--- src/rtl/muldiv_arbiter.sv ---
// Round-robin front end that shares one muldiv unit between NUM_REQ requesters.
// One op in flight; a watchdog turns a hung op into an error response.
module muldiv_arbiter #(
  parameter int NUM_REQ     = 2,
  parameter int TIMEOUT_CYC = 64
) (
  input  logic                   clk_i,
  input  logic                   rst_ni,
  input  logic [NUM_REQ-1:0]     req_valid_i,
  input  logic [3*NUM_REQ-1:0]   req_op_i,
  input  logic [32*NUM_REQ-1:0]  req_ra_i,
  input  logic [32*NUM_REQ-1:0]  req_rb_i,
  output logic [NUM_REQ-1:0]     req_ready_o,
  output logic [NUM_REQ-1:0]     rsp_valid_o,
  output logic [31:0]            rsp_data_o,
  output logic                   rsp_err_o,
  input  logic [NUM_REQ-1:0]     rsp_ready_i,
  output logic                   md_valid_o,
  output logic [7:0]             md_op_o,
  output logic [31:0]            md_ra_o,
  output logic [31:0]            md_rb_o,
  input  logic                   md_stall_i,
  input  logic                   md_ready_i,
  input  logic [31:0]            md_result_i,
  output logic                   busy_o
);

  localparam int IDW = (NUM_REQ > 1) ? $clog2(NUM_REQ) : 1;
  localparam int WDW = $clog2(TIMEOUT_CYC);

  localparam logic [WDW-1:0]     WD_MAX = WDW'(TIMEOUT_CYC - 1);
  localparam logic [IDW-1:0]     ID_MAX = IDW'(NUM_REQ - 1);
  localparam logic [NUM_REQ-1:0] ONE    = NUM_REQ'(1);

  localparam logic [1:0] S_IDLE  = 2'd0;
  localparam logic [1:0] S_ISSUE = 2'd1;
  localparam logic [1:0] S_WAIT  = 2'd2;
  localparam logic [1:0] S_RESP  = 2'd3;

  logic [1:0]     r_state;
  logic [IDW-1:0] r_rr;
  logic [IDW-1:0] r_id;
  logic [2:0]     r_op;
  logic [31:0]    r_ra;
  logic [31:0]    r_rb;
  logic [31:0]    r_res;
  logic           r_err;
  logic [WDW-1:0] r_wdog;

  logic           w_any;
  logic [IDW-1:0] w_gid;
  logic           w_idle;
  logic           w_issue;
  logic           w_resp;

  function automatic logic [IDW-1:0] rr_idx(
    input logic [IDW-1:0] base,
    input int             ofs
  );
    int s;
    s = int'(base) + ofs;
    if (s >= NUM_REQ) s = s - NUM_REQ;
    return IDW'(s);
  endfunction

  // Scan farthest-first so the requester nearest rr_ptr wins.
  always_comb begin
    w_any = 1'b0;
    w_gid = '0;
    for (int i = NUM_REQ - 1; i >= 0; i--) begin
      if (req_valid_i[rr_idx(r_rr, i)]) begin
        w_any = 1'b1;
        w_gid = rr_idx(r_rr, i);
      end
    end
  end

  assign w_idle  = (r_state == S_IDLE);
  assign w_issue = (r_state == S_ISSUE) & ~md_stall_i;
  assign w_resp  = (r_state == S_RESP);

  assign req_ready_o = (rst_ni && w_idle && w_any) ? (ONE << w_gid) : '0;

  assign md_valid_o = w_issue;
  assign md_op_o    = w_issue ? (8'd1 << r_op) : 8'd0;
  assign md_ra_o    = w_issue ? r_ra : 32'd0;
  assign md_rb_o    = w_issue ? r_rb : 32'd0;

  assign rsp_valid_o = w_resp ? (ONE << r_id) : '0;
  assign rsp_data_o  = w_resp ? r_res : 32'd0;
  assign rsp_err_o   = w_resp & r_err;
  assign busy_o      = ~w_idle;

  always_ff @(posedge clk_i or negedge rst_ni) begin
    if (!rst_ni) begin
      r_state <= S_IDLE;
      r_rr    <= '0;
      r_id    <= '0;
      r_op    <= '0;
      r_ra    <= '0;
      r_rb    <= '0;
      r_res   <= '0;
      r_err   <= 1'b0;
      r_wdog  <= '0;
    end else begin
      unique case (r_state)
        S_IDLE: begin
          if (w_any) begin
            r_id    <= w_gid;
            r_op    <= req_op_i[3*int'(w_gid) +: 3];
            r_ra    <= req_ra_i[32*int'(w_gid) +: 32];
            r_rb    <= req_rb_i[32*int'(w_gid) +: 32];
            r_state <= S_ISSUE;
          end
        end
        S_ISSUE: begin
          if (!md_stall_i) begin
            r_wdog  <= '0;
            r_state <= S_WAIT;
          end
        end
        S_WAIT: begin
          if (md_ready_i) begin
            r_res   <= md_result_i;
            r_err   <= 1'b0;
            r_state <= S_RESP;
          end else if (r_wdog == WD_MAX) begin
            r_res   <= '0;
            r_err   <= 1'b1;
            r_state <= S_RESP;
          end else begin
            r_wdog <= r_wdog + 1'b1;
          end
        end
        S_RESP: begin
          if (rsp_ready_i[r_id]) begin
            r_rr    <= (r_id == ID_MAX) ? '0 : r_id + 1'b1;
            r_state <= S_IDLE;
          end
        end
        default: r_state <= S_IDLE;
      endcase
    end
  end

endmodule

--- config.mk ---
export PLATFORM = sky130hd
export DESIGN_NAME = muldiv_arbiter
export DESIGN_NICKNAME = d
export VERILOG_FILES = /design/src/rtl/muldiv_arbiter.sv
export SDC_FILE = /design/constraint.sdc
export NUM_CORES = 1
export LEC_CHECK = 0
export BUFFER_PORTS_ARGS = -buffer_cell sky130_fd_sc_hd__clkbuf_2
export CORE_MARGIN = 8
export CORE_UTILIZATION = 45
export DETAILED_ROUTE_END_ITERATION = 10
export PLACE_DENSITY = 0.87
export SLEW_MARGIN = 20
export SYNTH_ARGS = -nofsm -noshare
export SYNTH_HDL_FRONTEND = slang
export SYNTH_SLANG_ARGS = --single-unit
--- constraint.sdc ---
create_clock -name clk_i -period 1.8 [get_ports clk_i]
set_input_delay 0.09 -clock clk_i [delete_from_list [all_inputs] [get_ports clk_i]]
set_output_delay 0.09 -clock clk_i [all_outputs]
set_load 0.005 [all_outputs]
* Word-level counts from Yosys, hierarchy flattened
Cells that the tools add are included.
Widths: inputs -> output; s select.
** Word-level totals
- Input port bits :: 174
- Output and inout bits :: 111
- Logic and storage cells :: 83
- Register bits :: 110
** Cells by class
- Bitwise gates (word level) :: 4
- Add/sub/neg operators :: 5
- Mux-type cells :: 33
- Reductions and logical operators :: 10
- $lt $le $gt $ge :: 5
- Shift operators :: 6
- Equal/unequal tests :: 10
- Multiply operators :: 1
** Operators by type and width (number)
- $mux 32 :: 5
- $shiftx 64x7->32 :: 2
- $mux 6 :: 3
- $mux 1 :: 15
- $mux 2 :: 7
- $pmux 6 s2 :: 1
- $mux 8 :: 1
- $ne 2x2->1 const B :: 4
- $pmux 2 s4 :: 1
- $reduce_and 4->1 :: 2
- $shl 1x3->8 const A :: 1
- $add 6x1->6 const B :: 1
- $eq 6x6->1 const B :: 1
- $lt 1x2->1 const B :: 3
- $reduce_and 2->1 :: 3
- $shiftx 6x4->3 :: 1
- $eq 2x2->1 const B :: 2
- $reduce_bool 2->1 :: 2
- $shl 1x1->2 const A :: 2
- $mul 2x1->3 const A :: 1
- $ne 3x3->1 const B :: 1
- $add 1x1->2 const B :: 1
- $and 1x1->1 :: 2
- $eq 2x1->1 const B :: 1
- 8 further kinds :: 11

* Longest topological paths before layout
- Depth in word-level cells :: 9
- Gate-level depth with buffers :: 8
- Depth with buffers taken out :: 6

* Least setup slack after synthesis
No wires, ideal clock.
- Path kind :: flip-flop to flip-flop
- Start point :: register r_state[0]
- End point :: register r_wdog[3]
- Period minus slack after synthesis :: 1.575 ns
- Data required time :: 1.668 ns
- Stages on the path, launching flop included :: 8
- Slack :: 0.225 ns
- Data arrival time :: 1.442 ns
- Path through :: dfrtp_1 -> inv_1 -> ha_1 -> buf_4 -> nand2_1 -> o211ai_1 -> o31ai_1 -> o31ai_1
** On the way
- Cells in the longest elaborated chain, start to end :: 3
** Ends and longest elaborated chain
- start, declared :: RTL line 40 : logic [1:0] r_state;
- start signal, assigned :: RTL line 96 : r_state <= S_IDLE;
- start signal, assigned :: RTL line 113 : r_state <= S_ISSUE;
- start signal, assigned :: RTL line 119 : r_state <= S_WAIT;
- $eq 2x2->1 or $eq 2x1->1 (tied branches) :: RTL line 106 : unique case (r_state)
- $ne 2x2->1 (no line) or $reduce_bool 2->1 (tied branches)
- $reduce_and 4->1 (no line)
- end signal, assigned :: RTL line 132 : r_wdog <= r_wdog + 1'b1;
- end, declared :: RTL line 48 : logic [WDW-1:0] r_wdog;
Several ways; a longest one is shown, not always the timed one.
A chain may end at the register's enable or synchronous reset.

* Worst setup path after layout
- Start point :: register r_state[0]
- End point :: register r_res[25]
** On the way
- Cells in the longest elaborated chain, start to end :: 2
** Ends and longest elaborated chain
- $eq 2x2->1 :: RTL line 106
- $reduce_and 2->1 (no line)
- end signal, assigned :: RTL line 124 : r_res <= md_result_i;
- end, declared :: RTL line 46 : logic [31:0] r_res;
No other way between the ends.

==> metrics.yaml <==
critical_path:
  r2r_end: "r_res[25]$_DFFE_PN0P_"
  cp.required_ps: 2050
  start_kind: "register"
  crit_path_cell_trace: "inv_1, ha_1, nand2_1, buf_4, nand2_1, o21ai_0"
  reg2reg_depth: 6
  crit_path_start: "r_state[0]$_DFFE_PN0P_"
  cp_top_family: "buffers and inverters"
  critPathKind: "reg -> reg"
  arrival_ps: 1950
  r2r_slack_ps: 100
  crit_path_frequent_cell: "nand2_1"
  crit_fanout: 32
  crit_buf_inv: 2
  r2r-start: "r_state[0]$_DFFE_PN0P_"
  cp.depth: 6
  cpPeakStageDelay_ps: 410
  critPathSlowestCell: "dfrtp_1"
  cp-endpoint: "r_res[25]$_DFFE_PN0P_"
  cp-end-kind: "register"
timing:
  grt_setup_unrepaired: "true"
  worst_pin_slew_ps: 584.2
  maxSlewHeadroom_pct: 61.05
  drv_slew: 0
  hold_viol: 0
  timing.final.crit_share_pct: 94.65
  whs_ps: 29.05
  min_period_ps: 1704
  fin_worst_skew_ps: 13.85
  setup_viol_count_final: 0
  fmax_mhz: 587.0
pwr:
  p_leak_nw: 4.392
  vdd_drop_max_v: 0.0006022
  p_per_area_nw_per_um2: 1282
finish:
  nets: 1113
  antenna_cells: 0
  area_growth_pct: 41.27
  fin_cells: 1111
  drive_above_1_share_pct: 35.78
synthesis:
  ys.flop_type: "dfrtp_1"
  netlist-cell-type-count: 36
  ys_seq_area_share_pct: 47.73
  post-synth-top-count-cell: "nand2_1"
  synth_seq_cells: 110
  netlist_instances: 626
  avgSynthCellArea_um2: 9.212
  yosys.area.top_type: "dfrtp_1"
  synth_commonest_cells: "nand2_1 (138), dfrtp_1 (110), and2_1 (99)"
  synth_area_leaders: "dfrtp_1 (48%), mux2i_1 (12%), and2_1 (11%), nand2_1 (9.0%), o21ai_0 (8.2%)"
  yosys_warnings: 0
  ys_async_sr_fraction_pct: 100.0
  synth_top_area_share_pct: 47.73
  syn_nets: 805
  synth.cell_area_um2: 5767
  synth-edff-count: 0
route:
  wl_per_cell_um: 16.26
  routed-via-count: 5530
  drc: 0
  initialDrtViolationCount: 369
  ant_nets: 0
  drt_first_pass_iters: 5
  routed_via_density: 4.977
  routed_wl_mm: 18.06
cts:
  root_buffer: "clkbuf_16"
  clock_sinks: 110
  cts_buffer_depth: 2
  cts_buffers: 9
  clk_pin_slew_ps: 80
  insertion_delay_ps: 340
  htree_levels: 3
  cts_tree: "built"
flow_run:
  cap_violations: 0
grt:
  grt_antenna_before_repair: 0
  grt_pass1_wl_mm: 27.53
  grt_max_degree: 111
  gr-usage-all-layers_pct: 20.60
  grt-ovfl-total: 0
  grt_pass1_vias: 5590
floorplanning:
  initial_core_util_pct: 45.88
  core-area_um2: 12570
  die_width_um: 129.2
  io_pins: 285
  fp.dieH_um: 129.2
  rows: 41
  die_area_um2: 16690
placed_design:
  gp_congestion: 0.8115
  dpl.hpwl_mm: 13.02
  dp_cells: 1053
  port_buffers: 284
outcome:
  status: "completed"
min_path:
  hold_class: "in -> reg"
[cell families (layout without fill, tap and decap cells)]
group,count (synthesis),count (layout),synth area share [%]
mux,70,70,12.24
compound gates,120,121,10.91
buf+inv,52,364,4.860
simple gates,269,269,23.17
fa+ha+maj,5,5,1.085
flops,110,110,47.73
[layout by cell type, fill, tap and decap left out, types with 2 or more instances in the layout]
cell             n
o21ai_4          2
nand2_1        138
clkbuf_16       10
and2_1          99
nor3_1           5
dfrtp_1        110
a21oi_1          4
o21ai_1         12
inv_1            5
buf_12           8
nand2b_1         6
clkbuf_1         2
clkbuf_8         3
mux2i_1         69
ha_1             3
o31ai_1          3
dlygate4sd3_1   33
nor2_1           9
buf_4           16
clkbuf_2       283
o21ai_0         94
[state kept, by name (all words and copies together), names as in the netlist]
name / count
r_ra: 32
r_wdog: 6
r_id: 1
r_err: 1
r_state: 2
r_res: 32
r_rb: 32
r_rr: 1
r_op: 3
[layout make-up]
| type | instances | area (um2) |
|---|---|---|
| Fill cell | 1015 | 4422 |
| Multi-Input combinational cell | 465 | 2785 |
| Timing Repair Buffer | 341 | 2052 |
| Clock inverter | 2 | 38.79 |
| Inverter | 7 | 28.78 |
| Tap cell | 172 | 215.2 |
| Clock buffer | 14 | 274.0 |
| Sequential cell | 110 | 2753 |
[power breakdown]
| part | internal [W] | switching, W | leakage (nW) | total (W) |
|---|---|---|---|---|
| Combinational | 0.00190 | 0.00229 | 2.86 | 0.00419 |
| Sequential | 0.00359 | 0.000614 | 1.38 | 0.00420 |
| Clock | 0.00120 | 0.000848 | 0.153 | 0.00205 |
[how the worst min path moves through the flow]
stage	start	to	slack, ps	cells after the start
after floorplan	rst_ni	r_err$_DFFE_PN0P_	-210	0
after global placement	rst_ni	r_ra[11]$_DFFE_PN0P_	250	2
after detailed placement	rst_ni	r_ra[11]$_DFFE_PN0P_	260	2
after CTS	req_ra_i[62]	r_ra[30]$_DFFE_PN0P_	20	3
after global routing	req_ra_i[43]	r_ra[11]$_DFFE_PN0P_	30	3
final	req_ra_i[43]	r_ra[11]$_DFFE_PN0P_	30	3
[per-stage QoR]
| step | cell area, um2 | worst slack, ps | TNS, ps | utilization (%) | total power [W] |
|---|---|---|---|---|---|
| after floorplan | 5767 | 225.5 | 0 | - | 0.006591 |
| after global placement | 7391 | 157.4 | 0 | 58.81 | 0.007968 |
| after detailed placement | 7391 | 136.2 | 0 | 58.81 | 0.008185 |
| after CTS | 8058 | 8.096 | 0 | 64.11 | 0.01035 |
| after global routing | 8147 | -41.34 | -71.20 | 64.82 | 0.01125 |
| final | 8147 | 96.35 | 0 | 64.82 | 0.01044 |
[metal layers]
| metal | share of wire, % | GRT usage, % | vias up |
|---|---|---|---|
| met4 | 3.8 | 9.744 | 0 |
| li1 | - | - | 2694 |
| met5 | 0 | 0 | - |
| met1 | 38 | 22.96 | 2537 |
| met2 | 51 | 36.24 | 249 |
| met3 | 7.6 | 5.012 | 50 |
[what timing repair did]
item | 4_1_cts | 5_1_grt
setup endpoints to repair | 69 | 74
pin swaps | 0 | 2
gates cloned | 1 | 1
hold buffers | 33 | 0
setup buffers | 0 | 7
endpoints found under the hold margin | 142 | 0
gates resized for setup | 5 | 3
[worst reg2reg max path, stage by stage (launching register included)]
cell and delay (ps):
dfrtp_1 410, inv_1 100, ha_1 300, nand2_1 140, buf_4 350, nand2_1 130, o21ai_0 190
Power figures use the tool's default switching activity.
